[src/rtl/uart_tx.sv]
// UART transmitter: start bit, N data bits LSB first, optional parity, M stop bits.
// Bit timing comes from a clock-enable divider in the clk domain; all outputs are registered.
module uart_tx #(
  parameter int unsigned N          = 8,
  parameter int unsigned M          = 1,
  parameter int unsigned PARITY_EN  = 0,
  parameter int unsigned PARITY_ODD = 0,
  parameter int unsigned BAUD_RATE  = 9600,
  parameter int unsigned CLK_FREQ   = 50000000
) (
  input  logic         clk,
  input  logic         reset,
  input  logic         tx_start,
  input  logic [N-1:0] data_in,
  output logic         tx,
  output logic         busy,
  output logic         tx_done
);

  localparam int unsigned Div  = CLK_FREQ / BAUD_RATE;
  localparam int unsigned CntW = (Div >= 2) ? $clog2(Div) : 1;
  localparam int unsigned BitW = $clog2(N + 1);

  localparam logic [CntW-1:0] CntMax  = CntW'(Div - 1);
  localparam logic [BitW-1:0] BitLast = BitW'(N - 1);
  localparam logic            StopLast = 1'(M - 1);
  localparam logic            ParOdd   = (PARITY_ODD != 0);
  localparam logic            ParEn    = (PARITY_EN != 0);

  if (Div < 2) begin : g_div_check
    $error("uart_tx: CLK_FREQ/BAUD_RATE must be at least 2");
  end
  if (N < 1 || N > 16) begin : g_n_check
    $error("uart_tx: N must be in 1..16");
  end
  if (M < 1 || M > 2) begin : g_m_check
    $error("uart_tx: M must be 1 or 2");
  end

  typedef enum logic [2:0] {
    StIdle,
    StStart,
    StData,
    StParity,
    StStop
  } state_e;

  state_e          state_q;
  logic [CntW-1:0] cnt_q;
  logic [BitW-1:0] bit_q;
  logic            stop_q;
  logic [N-1:0]    shift_q;
  logic            par_q;
  logic            tx_q;
  logic            busy_q;
  logic            done_q;
  logic            tick;

  // Bit boundary: the current bit has now been held for Div cycles.
  always_comb begin
    tick = (cnt_q == CntMax);
  end

  always_ff @(posedge clk or negedge reset) begin
    if (!reset) begin
      state_q <= StIdle;
      cnt_q   <= '0;
      bit_q   <= '0;
      stop_q  <= 1'b0;
      shift_q <= '0;
      par_q   <= 1'b0;
      tx_q    <= 1'b1;
      busy_q  <= 1'b0;
      done_q  <= 1'b0;
    end else begin
      done_q <= 1'b0;
      if (state_q != StIdle) begin
        cnt_q <= tick ? '0 : cnt_q + 1'b1;
      end
      case (state_q)
        StIdle: begin
          if (tx_start) begin
            shift_q <= data_in;
            par_q   <= (^data_in) ^ ParOdd;
            cnt_q   <= '0;
            bit_q   <= '0;
            stop_q  <= 1'b0;
            tx_q    <= 1'b0;
            busy_q  <= 1'b1;
            state_q <= StStart;
          end
        end
        StStart: begin
          if (tick) begin
            tx_q    <= shift_q[0];
            shift_q <= shift_q >> 1;
            state_q <= StData;
          end
        end
        StData: begin
          if (tick) begin
            if (bit_q == BitLast) begin
              if (ParEn) begin
                tx_q    <= par_q;
                state_q <= StParity;
              end else begin
                tx_q    <= 1'b1;
                state_q <= StStop;
              end
            end else begin
              bit_q   <= bit_q + 1'b1;
              tx_q    <= shift_q[0];
              shift_q <= shift_q >> 1;
            end
          end
        end
        StParity: begin
          if (tick) begin
            tx_q    <= 1'b1;
            state_q <= StStop;
          end
        end
        StStop: begin
          if (tick) begin
            if (stop_q == StopLast) begin
              busy_q  <= 1'b0;
              done_q  <= 1'b1;
              state_q <= StIdle;
            end else begin
              stop_q <= stop_q + 1'b1;
            end
          end
        end
        default: begin
          tx_q    <= 1'b1;
          busy_q  <= 1'b0;
          state_q <= StIdle;
        end
      endcase
    end
  end

  assign tx      = tx_q;
  assign busy    = busy_q;
  assign tx_done = done_q;

endmodule

[config.mk]
export PLATFORM = sky130hd
export DESIGN_NAME = uart_tx
export DESIGN_NICKNAME = d
export VERILOG_FILES = /design/src/rtl/uart_tx.sv
export SDC_FILE = /design/constraint.sdc
export NUM_CORES = 1
export LEC_CHECK = 0
export BUFFER_PORTS_ARGS = -buffer_cell sky130_fd_sc_hd__buf_2
export CAP_MARGIN = 40
export CORE_ASPECT_RATIO = 1.5
export CORE_UTILIZATION = 53
export CTS_CLUSTER_DIAMETER = 40
export DETAILED_ROUTE_END_ITERATION = 16
export PLACE_DENSITY = 0.75
export SYNTH_ARGS = -nofsm -noshare
export SYNTH_HDL_FRONTEND = slang
export SYNTH_SLANG_ARGS = --single-unit
[constraint.sdc]
create_clock -name clk -period 2 [get_ports clk]
set_input_delay 0 -clock clk [delete_from_list [all_inputs] [get_ports clk]]
set_output_delay 0 -clock clk [all_outputs]
set_load 0.02 [all_outputs]
==> impl_summary.txt <==
----------------------------------------------------
[STA]
  Final hold violations ... 0
  Worst-case hold slack ... 0.0277 ns
  Worst-case setup margin in the final layout ... -0.000212 ns
  Highest attainable clock frequency ... 0.500 GHz
  Worst relative slew slack ... 0.540
  Final number of max-transition violations ... 0
  Period utilisation layout ... 1.00
  Final min period ... 2.00 ns
  Final Skew ... 0.00437 ns
  Setup repair after global routing missed its margin ... yes
  Final setup violating endpoints ... 1
  Worst-margin pin slew ... 0.690 ns

[Yosys]
  Register bit total from synthesis ... 31
  Cell area after synthesis ... 1740 sq um
  Area contributors post-synth ... dfrtp_1, mux2_2, a31oi_1
  Number of warnings issued by yosys ... 0
  Synthesized area divided by synthesized cell count ... 10.1 sq um
  Synthesized net count ... 185
  Unique masters post-synth ... 45
  Most used DFF post-synth ... dfrtp_1
  Area fraction of the dominant cell type after synthesis ... 0.430
  Count of flip-flops with a built-in enable after synthesis ... 0
  Post-synthesis async set-or-reset flop share ... 1.00
  Commonest cells in the netlist ... dfrtp_1, mux2_2, nand2_1
  Most instantiated library cell after synthesis ... dfrtp_1
  Most area-hungry cell type in the Yosys netlist ... dfrtp_1
  Seq/Total Area, Yosys ... 0.445
  Post-synthesis cell count ... 172

[Clocking]
  H-tree level count ... 2
  Buffer type at the clock tree root ... clkbuf_8
  TritonCTS clock tree ... built
  Clock buffers created by TritonCTS ... 5
  Worst-Skew Late Latency ... 0.29 ns
  Sinks on the clock net ... 31
  Max clock buf depth ... 2
  CTS clk-pin slew, worst paths ... 0.07 ns

[Floorplanning]
  Initial core utilization ... 0.552
  Area of the die ... 3530 sq um
  Die height ... 72.3 um
  Core Rows ... 25
  Floorplan die width ... 48.8 um
  Standard cell core area ... 3160 sq um
  Count of pins on the block boundary ... 14

[GRT]
  Antenna violations before repair ... 0
  Most Used Layer, Global Route ... met2
  Overall Global Routing Usage ... 0.269
  Total gr overflow ... 0
  GR Layer Usage met1 ... 0.312
  Maximum number of pins on one net before global-route repair ... 32
  Met3 global-route usage ... 0.0566
  GR Util met2 ... 0.472
  First-pass GRT wire length ... 7250 um
  Vias in the first global route ... 1561

[Drt]
  Drt via density ... 6.40
  Remaining routing DRC violations ... 0
  Total routed wirelength ... 4170 um
  Initial detailed-routing violation count ... 54
  DR WL/cell ... 17.4 um
  Number of vias in the routed layout ... 1537
  Antenna Violating Nets Remaining ... 0
  First-pass DRT Iterations ... 4

[Setup path]
  CP startpoint kind ... flop
  Required time of the worst setup path ... 2.17 ns
  CP Capture Type ... flop
  Setup slack of the worst register-to-register path ... -0.0002 ns
  CP arrival ... 2.17 ns
  Largest fanout of any net on the critical path ... 8
  Type of the worst setup path ... reg -> reg

[Power]
  Leakage power total ... 0.000918 uW
  Power density over cell area ... 1070 nW/um^2
  Cell Int Power ... 1550 uW
  Proportion of power drawn by flip-flops and latches ... 0.441
  Fraction of power consumed by combinational cells ... 0.271
  Fraction of power consumed by the clock network ... 0.289
  Worst supply voltage drop on vdd ... 0.955 mV
  Sw power ... 707 uW
  Switching share of total power ... 0.313

[Place]
  Global placement routability congestion ... 0.872
  Post-DP HPWL ... 2900 um
  I/O Buffers ... 13

[Cells and area]
  Core utilization of the finished layout ... 0.667
  Post-layout nets ... 212
  Layout area overhead ... 20.9%
  Number of antenna repair diodes ... 0
  Share of layout cells above drive strength 1 ... 0.315

[Run status]
  Violations in the final reports ... setup timing
  Run status ... complete, but fails checks

[Run]
  Max-Cap Viols ... 0

[Worst hold path]
  Min-Delay Path Class ... in -> reg

----------------------------------------------------
-- placed cells by master, fill, tap and decap left out, types with 2 or more instances in the layout --
master     n
dfrtp_1   30
nand2_1   14
buf_4     14
buf_2     13
a21oi_1   11
a31oi_1    9
nor2_1     8
mux2_2     8
nand3_1    7
nand2b_1   7
o21ai_0    7
mux2_4     7
clkbuf_8   6
nor3_1     5
nand4_1    5
nor4_1     3
a22o_1     3
inv_1      3
xor2_1     2
and3_2     2
mux2i_1    2
o22ai_1    2
-- layer usage --
| layer | share of wire | wire (um) |
|---|---|---|
| met5 | 0 | 0 |
| met4 | 0.025 | 104 |
| met3 | 0.056 | 233 |
| met2 | 0.53 | 2220 |
| met1 | 0.39 | 1610 |
-- repair_timing --
item / CTS / global route
endpoints found under the hold margin: 30 / 0
gates resized for setup: 0 / 1
hold buffers: 1 / 0
setup buffers: 0 / 1
setup endpoints to repair: 0 / 9
-- logic make-up (layout without fill, tap and decap cells) --
group,after synthesis,after routing,synth area share
compound gates,45,45,0.180
xor+xnor,2,2,0.0100
mux,17,17,0.108
flops,31,31,0.445
simple gates,63,63,0.214
fa+ha+maj,2,2,0.0143
buf+inv,12,40,0.0280
-- state kept, by name, summed over array words and instances, names as in the netlist --
register and count:
state_q 3, bit_q 4, tx_done 1, cnt_q 13, shift_q 8, tx 1
busy 1
-- stage by stage --
stage                     power, uW    TNS, ns  worst slack (ns)  instance area [sq um]  std cells
after CTS                      2270          0            0.0223                   2100        239
after floorplan                1400    -0.0411          -0.00587                   1780        172
final                          2260  -0.000212         -0.000212                   2110        240
after detailed placement       1600          0            0.0250                   1970        230
after global placement         1550          0            0.0917                   1970        230
after global routing           2390     -0.233           -0.0433                   2110        240
-- power by group through the flow --
stage / combinational [uW] / clock (uW) / sequential (uW)
6_report: 612 / 652 / 996
5_1_grt: 684 / 686 / 1020
4_1_cts: 612 / 664 / 990
3_5_place_dp: 611 / 0 / 993
3_3_place_gp: 571 / 0 / 983
2_1_floorplan: 469 / 0 / 929
-- cell type report --
type,count,area [sq um]
multi-input cells,129,952
clock inverters,2,35.0
repair buffers,29,200
well taps,40,50.0
clock buffers,6,82.6
inverters,3,11.3
fillers,240,1050
flip-flops and latches,31,777
-- critical path: stages (launching register included) --
cell	delay, ns
dfrtp_1	0.39
ha_2	0.20
and3b_2	0.23
or2_4	0.25
a221oi_4	0.32
buf_12	0.18
mux2_4	0.30
-- final timing paths --
kind                             from    endpoint  depth (start not counted)
max reg2reg                  bit_q[1]  shift_q[5]                          6
min                          tx_start    bit_q[2]                          2
max in group asynchronous       reset  shift_q[6]                          2
min reg2reg                shift_q[2]  shift_q[2]                          1
min in group asynchronous       reset   cnt_q[12]                          2
max                          bit_q[1]  shift_q[5]                          6
Note: power is estimated with default switching activity, not from simulation.
